==> src/rtl/alu_sched_pkg.sv <==
// alu_sched_pkg: shared constants and types for the ALU scheduler.
//   - DATA_W / OP_W : fixed datapath and opcode widths
//   - OP_ADD..OP_MUL: legal ALU opcodes, OP_LAST marks the highest legal one
//   - sched_state_t : scheduler FSM state encoding
//   - op_legal()    : opcode legality helper
package alu_sched_pkg;

  localparam int DATA_W = 8;
  localparam int OP_W   = 4;

  localparam logic [OP_W-1:0] OP_ADD  = 4'd0;
  localparam logic [OP_W-1:0] OP_SUB  = 4'd1;
  localparam logic [OP_W-1:0] OP_AND  = 4'd2;
  localparam logic [OP_W-1:0] OP_NOT  = 4'd3;
  localparam logic [OP_W-1:0] OP_OR   = 4'd4;
  localparam logic [OP_W-1:0] OP_MUL  = 4'd5;
  localparam logic [OP_W-1:0] OP_LAST = OP_MUL;

  typedef enum logic [1:0] {
    S_IDLE = 2'd0,
    S_EXEC = 2'd1,
    S_RESP = 2'd2
  } sched_state_t;

  function automatic logic op_legal(input logic [OP_W-1:0] op);
    return (op <= OP_LAST);
  endfunction

endpackage

==> src/rtl/alu_sched_arb.sv <==
// alu_sched_arb: two-input grant logic for the ALU scheduler.
// Build option: ALU_SCHED_RR_EN
//   defined   -> round-robin; a pointer flop (ptr) gives priority to the
//                requester that did not win the last accepted grant.
//   undefined -> fixed priority, r0 always wins; no pointer flop, and the
//                clk/rst/take ports are not present.
// Ports:
//   clk, rst   clock / async active-high reset (round-robin build only)
//   take       a grant was accepted this cycle (round-robin build only)
//   req0, req1 request present
//   gnt0, gnt1 one-hot (or zero) grant, purely combinational
module alu_sched_arb (
`ifdef ALU_SCHED_RR_EN
  input  logic clk,
  input  logic rst,
  input  logic take,
`endif
  input  logic req0,
  input  logic req1,
  output logic gnt0,
  output logic gnt1
);

`ifdef ALU_SCHED_RR_EN
  // ptr == 0: r0 has priority; ptr == 1: r1 has priority.
  logic ptr;

  always_ff @(posedge clk or posedge rst) begin
    if (rst) begin
      ptr <= 1'b0;
    end else if (take) begin
      // Winner r0 hands priority to r1 and vice versa.
      ptr <= gnt0;
    end
  end

  always_comb begin
    gnt0 = req0 && (!req1 || !ptr);
    gnt1 = req1 && !gnt0;
  end
`else
  always_comb begin
    gnt0 = req0;
    gnt1 = req1 && !req0;
  end
`endif

endmodule

==> src/rtl/alu_sched.sv <==
// alu_sched: shares one external combinational ALU between requesters r0/r1.
// Build option: ALU_SCHED_RR_EN selects round-robin arbitration (see
// alu_sched_arb); undefined gives fixed r0-first priority.
// Ports:
//   clk, rst                  clock, async active-high reset
//   rX_valid/ready/op/a/b     request channels (X = 0, 1)
//   alu_op, alu_a, alu_b      drive to the ALU, non-zero only in EXEC
//   alu_out, alu_0_flag,
//   alu_o_flag                ALU result and flags
//   rsp_valid/ready/id/data/
//   rsp_z/rsp_o/rsp_err       tagged response channel
// Handshake rule (both channels): a transfer happens on a rising edge where
// valid && ready; the producer holds its payload stable until then.
// FSM: S_IDLE (accept) -> S_EXEC (one ALU cycle) -> S_RESP (hold response).
// The current FSM state is visible on the internal signal `state`.
module alu_sched
  import alu_sched_pkg::*;
(
  input  logic              clk,
  input  logic              rst,
  input  logic              r0_valid,
  output logic              r0_ready,
  input  logic [OP_W-1:0]   r0_op,
  input  logic [DATA_W-1:0] r0_a,
  input  logic [DATA_W-1:0] r0_b,
  input  logic              r1_valid,
  output logic              r1_ready,
  input  logic [OP_W-1:0]   r1_op,
  input  logic [DATA_W-1:0] r1_a,
  input  logic [DATA_W-1:0] r1_b,
  output logic [OP_W-1:0]   alu_op,
  output logic [DATA_W-1:0] alu_a,
  output logic [DATA_W-1:0] alu_b,
  input  logic [DATA_W-1:0] alu_out,
  input  logic              alu_0_flag,
  input  logic              alu_o_flag,
  output logic              rsp_valid,
  input  logic              rsp_ready,
  output logic              rsp_id,
  output logic [DATA_W-1:0] rsp_data,
  output logic              rsp_z,
  output logic              rsp_o,
  output logic              rsp_err
);

  sched_state_t      state, state_next;
  logic              gnt0, gnt1;
  logic              accept;
  logic [OP_W-1:0]   sel_op;
  logic              sel_legal;

  logic [OP_W-1:0]   op_q;
  logic [DATA_W-1:0] a_q, b_q;
  logic              id_q, err_q;

  alu_sched_arb u_arb (
`ifdef ALU_SCHED_RR_EN
    .clk  (clk),
    .rst  (rst),
    .take (accept),
`endif
    .req0 (r0_valid),
    .req1 (r1_valid),
    .gnt0 (gnt0),
    .gnt1 (gnt1)
  );

  // Grants only matter while idle; elsewhere requests wait with ready low.
  always_comb begin
    r0_ready  = (state == S_IDLE) && gnt0;
    r1_ready  = (state == S_IDLE) && gnt1;
    accept    = r0_ready || r1_ready;
    sel_op    = r1_ready ? r1_op : r0_op;
    sel_legal = op_legal(sel_op);
  end

  always_ff @(posedge clk or posedge rst) begin
    if (rst) begin
      state <= S_IDLE;
    end else begin
      state <= state_next;
    end
  end

  always_comb begin
    state_next = state;
    case (state)
      S_IDLE:  if (accept) state_next = S_EXEC;
      S_EXEC:  state_next = S_RESP;
      S_RESP:  if (rsp_ready) state_next = S_IDLE;
      default: state_next = S_IDLE;
    endcase
  end

  // Operand capture. An illegal opcode is replaced by OP_ADD (0) so the ALU
  // never sees it; err_q remembers that the response must be an error.
  always_ff @(posedge clk or posedge rst) begin
    if (rst) begin
      op_q  <= '0;
      a_q   <= '0;
      b_q   <= '0;
      id_q  <= 1'b0;
      err_q <= 1'b0;
    end else if (accept) begin
      op_q  <= sel_legal ? sel_op : OP_ADD;
      a_q   <= r1_ready ? r1_a : r0_a;
      b_q   <= r1_ready ? r1_b : r0_b;
      id_q  <= r1_ready;
      err_q <= !sel_legal;
    end
  end

  always_comb begin
    alu_op = '0;
    alu_a  = '0;
    alu_b  = '0;
    if (state == S_EXEC) begin
      alu_op = op_q;
      alu_a  = a_q;
      alu_b  = b_q;
    end
  end

  // Response capture at the end of the EXEC cycle; held through RESP.
  always_ff @(posedge clk or posedge rst) begin
    if (rst) begin
      rsp_id   <= 1'b0;
      rsp_data <= '0;
      rsp_z    <= 1'b0;
      rsp_o    <= 1'b0;
      rsp_err  <= 1'b0;
    end else if (state == S_EXEC) begin
      rsp_id   <= id_q;
      rsp_err  <= err_q;
      rsp_data <= err_q ? '0 : alu_out;
      rsp_z    <= !err_q && alu_0_flag;
      rsp_o    <= !err_q && alu_o_flag;
    end
  end

  assign rsp_valid = (state == S_RESP);

endmodule

==> config.mk <==
export PLATFORM = sky130hd
export DESIGN_NAME = alu_sched
export DESIGN_NICKNAME = d
export VERILOG_FILES = /design/src/rtl/alu_sched_pkg.sv /design/src/rtl/alu_sched_arb.sv /design/src/rtl/alu_sched.sv
export SDC_FILE = /design/constraint.sdc
export NUM_CORES = 1
export LEC_CHECK = 0
export ABC_AREA = 1
export CORE_MARGIN = 10
export CORE_UTILIZATION = 40
export DETAILED_ROUTE_END_ITERATION = 12
export PLACE_DENSITY = 0.8
export SLEW_MARGIN = 15
export SYNTH_ARGS = -nofsm -noshare
export SYNTH_HDL_FRONTEND = slang
export SYNTH_HIERARCHICAL = 1
export SYNTH_SLANG_ARGS = --single-unit
==> constraint.sdc <==
create_clock -name clk -period 3.4 [get_ports clk]
set_clock_uncertainty 0.15 [all_clocks]
set_input_delay 0.68 -clock clk [delete_from_list [all_inputs] [get_ports clk]]
set_output_delay 0.68 -clock clk [all_outputs]
set_load 0.02 [all_outputs]
==> summary.md <==
| Metric | Value |
|---|---|
| Status | complete, no violations |
| Worst-Skew Late Latency | 0.28 ns |
| Slew Viols, Final | 0 |
| Fin cells | 351 |
| Fmax | 328 MHz |
| Worst reg2reg setup slack | 1.46 ns |
| Setup_tns | 0 ns |
| Max incr delay on CP | 0.62 ns |
| Gate Count Post-Synth | 211 |
| CP max stage cell | clkdlybuf4s50_1 |
| Clock Pin Slew Worst Setup and Hold Paths | 0.07 ns |
| Hold Path Class | reg -> reg |
| Row cnt | 24 |
| I/O Buffers | 89 |
| PwrDens | 822 nW/µm² |
| Die area | 7600 µm² |
| Fin. Hold Viols | 0 |
| Register bit total from synthesis | 36 |
| Delay-heaviest family, CP | buffers and inverters |
| Setup Buffers After CTS | 0 |
| Highest Signal Layer | met4 |
| WP data required | 2.57 ns |
| Final nets | 353 |
| Post-detail-place hpwl | 3.78 mm |
| Final Wtd Congestion | 0.799 |
| DRT Wirelength | 5.08 mm |
| Width of the die | 87.2 µm |
| CP max FO | 7 |
| Num CTS Buffers | 5 |
| First-pass GRT wire length | 8.19 mm |
| DR vias/cell | 4.79 |
| I/O pin cnt | 90 |
| Unrepaired setup endpoints after global routing | no |
| Yosys warns | 6 |
| Layout cells sized above 1 | 0.0903 |
| DRT iter0 DRCs | 95 |
| Total grt overflow | 0 |
| Mapped cell area | 1810 µm² |
| Minimum clock period | 3.05 ns |
| Post-cts gate resize count | 0 |
| Final setup viols | 0 |
| Worst-margin pin slew | 0.707 ns |
| DR WL/cell | 14.5 µm |
| Peak VDD IR | 0.319 mV |
| Post-DRT Antenna Nets | 0 |
| Pre-antenna DRT Iters | 4 |
| Synth unique cells | 21 |
| Placed insts | 343 |
| Vias in the first global route | 1,675 |
| Syn-to-layout area delta | 58.7% |
| Root buf cell | clkbuf_8 |
| Via Count | 1,683 |
| Initial Util | 0.415 |
| Global-route total usage across every layer | 0.134 |
| H-tree levels | 2 |
| Pin count of the biggest net entering global routing | 37 |
| Die Ht | 87.2 µm |
| Critical Setup Path Class | in -> out |
| Buf+Inv Stages, Crit Path | 3 |
| Met3 wire len | 454 µm |
| # diodes | 0 |
| Leakage power | 0.00131 µW |
| CP Launch Type | primary input |
| Core footprint | 4350 µm² |
| Antenna violations before repair | 0 |
| Cts hold-fix bufs | 0 |
| DR WL met2 | 2.30 mm |
| Clock sinks | 36 |
| Crit-path cells | clkdlybuf4s50_1 > nor2_2 > nand2_4 > inv_2 > clkdlybuf4s50_1 |
| Crit share post-route | 0.896 |
| # fillers | 361 |
| Drt drc | 0 |
| Mean area per synthesized cell | 8.56 µm² |
| Met1 wire length | 2.29 mm |
| Post-synthesis sequential area ratio | 0.499 |
| CTS tree | done |
| Clk buf depth | 2 |
| Slew headroom | 0.527 |
| Critical path's most frequent cell | clkdlybuf4s50_1 |
| Max-Cap Viols | 0 |
| Arr. time, crit path | 2.22 ns |
| Kind of end point of the critical path | output port |
| Synth Net Count | 266 |
## Yosys cell counts
cell type / number / area (µm²)
o21ai_0: 3 / 15.0
nand2_1: 23 / 86.3
clkbuf_2: 1 / 5.00
buf_2: 3 / 15.0
o22ai_1: 7 / 43.8
nand3_1: 7 / 35.0
nor2_2: 1 / 6.26
buf_4: 5 / 37.5
nor2_1: 45 / 169
buf_6: 1 / 11.3
inv_2: 2 / 7.51
a22o_1: 10 / 87.6
nor2_4: 1 / 11.3
o21ai_1: 19 / 95.1
nand3b_1: 2 / 15.0
dfrtp_1: 36 / 901
inv_1: 31 / 116
clkbuf_1: 2 / 7.51
nand2_2: 1 / 6.26
nand2_4: 2 / 22.5
o22ai_2: 9 / 113
## metrics by stage
stage / setup slack (ns) / power (µW) / util / hold WS (ns) / instance area [µm²]
after floorplan: 1.24 / 1430 / - / 0.286 / 1810
after global placement: 0.360 / 1830 / 0.622 / 0.304 / 2710
after detailed placement: 0.347 / 1860 / 0.622 / 0.302 / 2710
after CTS: 0.347 / 2390 / 0.659 / 0.321 / 2870
after global routing: 0.274 / 2530 / 0.659 / 0.343 / 2870
final: 0.353 / 2360 / 0.659 / 0.318 / 2870
## power by group
group | switching [µW] | internal (µW)
registers | 78.5 | 625
clock network | 154 | 367
logic | 624 | 508
total | 856 | 1500
## state kept, by name (all words and copies together) (netlist names)
| signal | count |
|---|---|
| a_q | 8 |
| b_q | 8 |
| rsp_data | 8 |
| op_q | 4 |
| state | 2 |
| err_q | 1 |
| id_q | 1 |
| rsp_err | 1 |
| rsp_id | 1 |
| rsp_o | 1 |
| rsp_z | 1 |
## final timing paths
path / start / endpoint / cells after the start
worst max-delay path: r0_valid / r1_ready / 5
worst min-delay path: op_q[3]$_DFFE_PP0P_ / op_q[3]$_DFFE_PP0P_ / 2
worst max register to register: state[0]$_DFFE_PP0P_ / rsp_o$_DFFE_PP0N_ / 5
worst min register to register: op_q[3]$_DFFE_PP0P_ / op_q[3]$_DFFE_PP0P_ / 2
max in group asynchronous: rst / b_q[4]$_DFFE_PP0P_ / 3
min in group asynchronous: rst / rsp_data[5]$_DFFE_PP0N_ / 3
## layout make-up
| class | count | area, µm² | share of cell area |
|---|---|---|---|
| repair buffers | 92 | 913 | 0.318 |
| multi-input cells | 130 | 706 | 0.246 |
| clock buffers | 5 | 68.8 | 0.0240 |
| clock inverters | 3 | 90.1 | 0.0314 |
| flip-flops and latches | 36 | 901 | 0.314 |
| well taps | 52 | 65.1 | 0.0227 |
| inverters | 33 | 124 | 0.0432 |
## layout by cell type (no fill, tap or decap), types with 5 or more instances in the layout
master / n
inv_1: 31
o22ai_2: 9
o22ai_1: 7
nor2_1: 45
o21ai_1: 19
nand2_1: 23
clkdlybuf4s50_1: 89
clkbuf_8: 5
a22o_1: 10
dfrtp_1: 36
nand3_1: 7
## metal layers
metal  GRT usage  up-vias
li1            -      852
met1       0.163      768
met2       0.208       57
met3      0.0637        6
met4      0.0348        0
met5           0        -
## tightest hold or removal path, cell delays in order, from the launching register on
cell and delay [ns]:
dfrtp_1 0.34, nand2_1 0.05, inv_1 0.04
## cell families after synthesis
family	share of synthesized area
buf+inv	0.111
compound gates	0.196
flops	0.499
simple gates	0.195
Note: power is estimated with default switching activity, not from simulation.
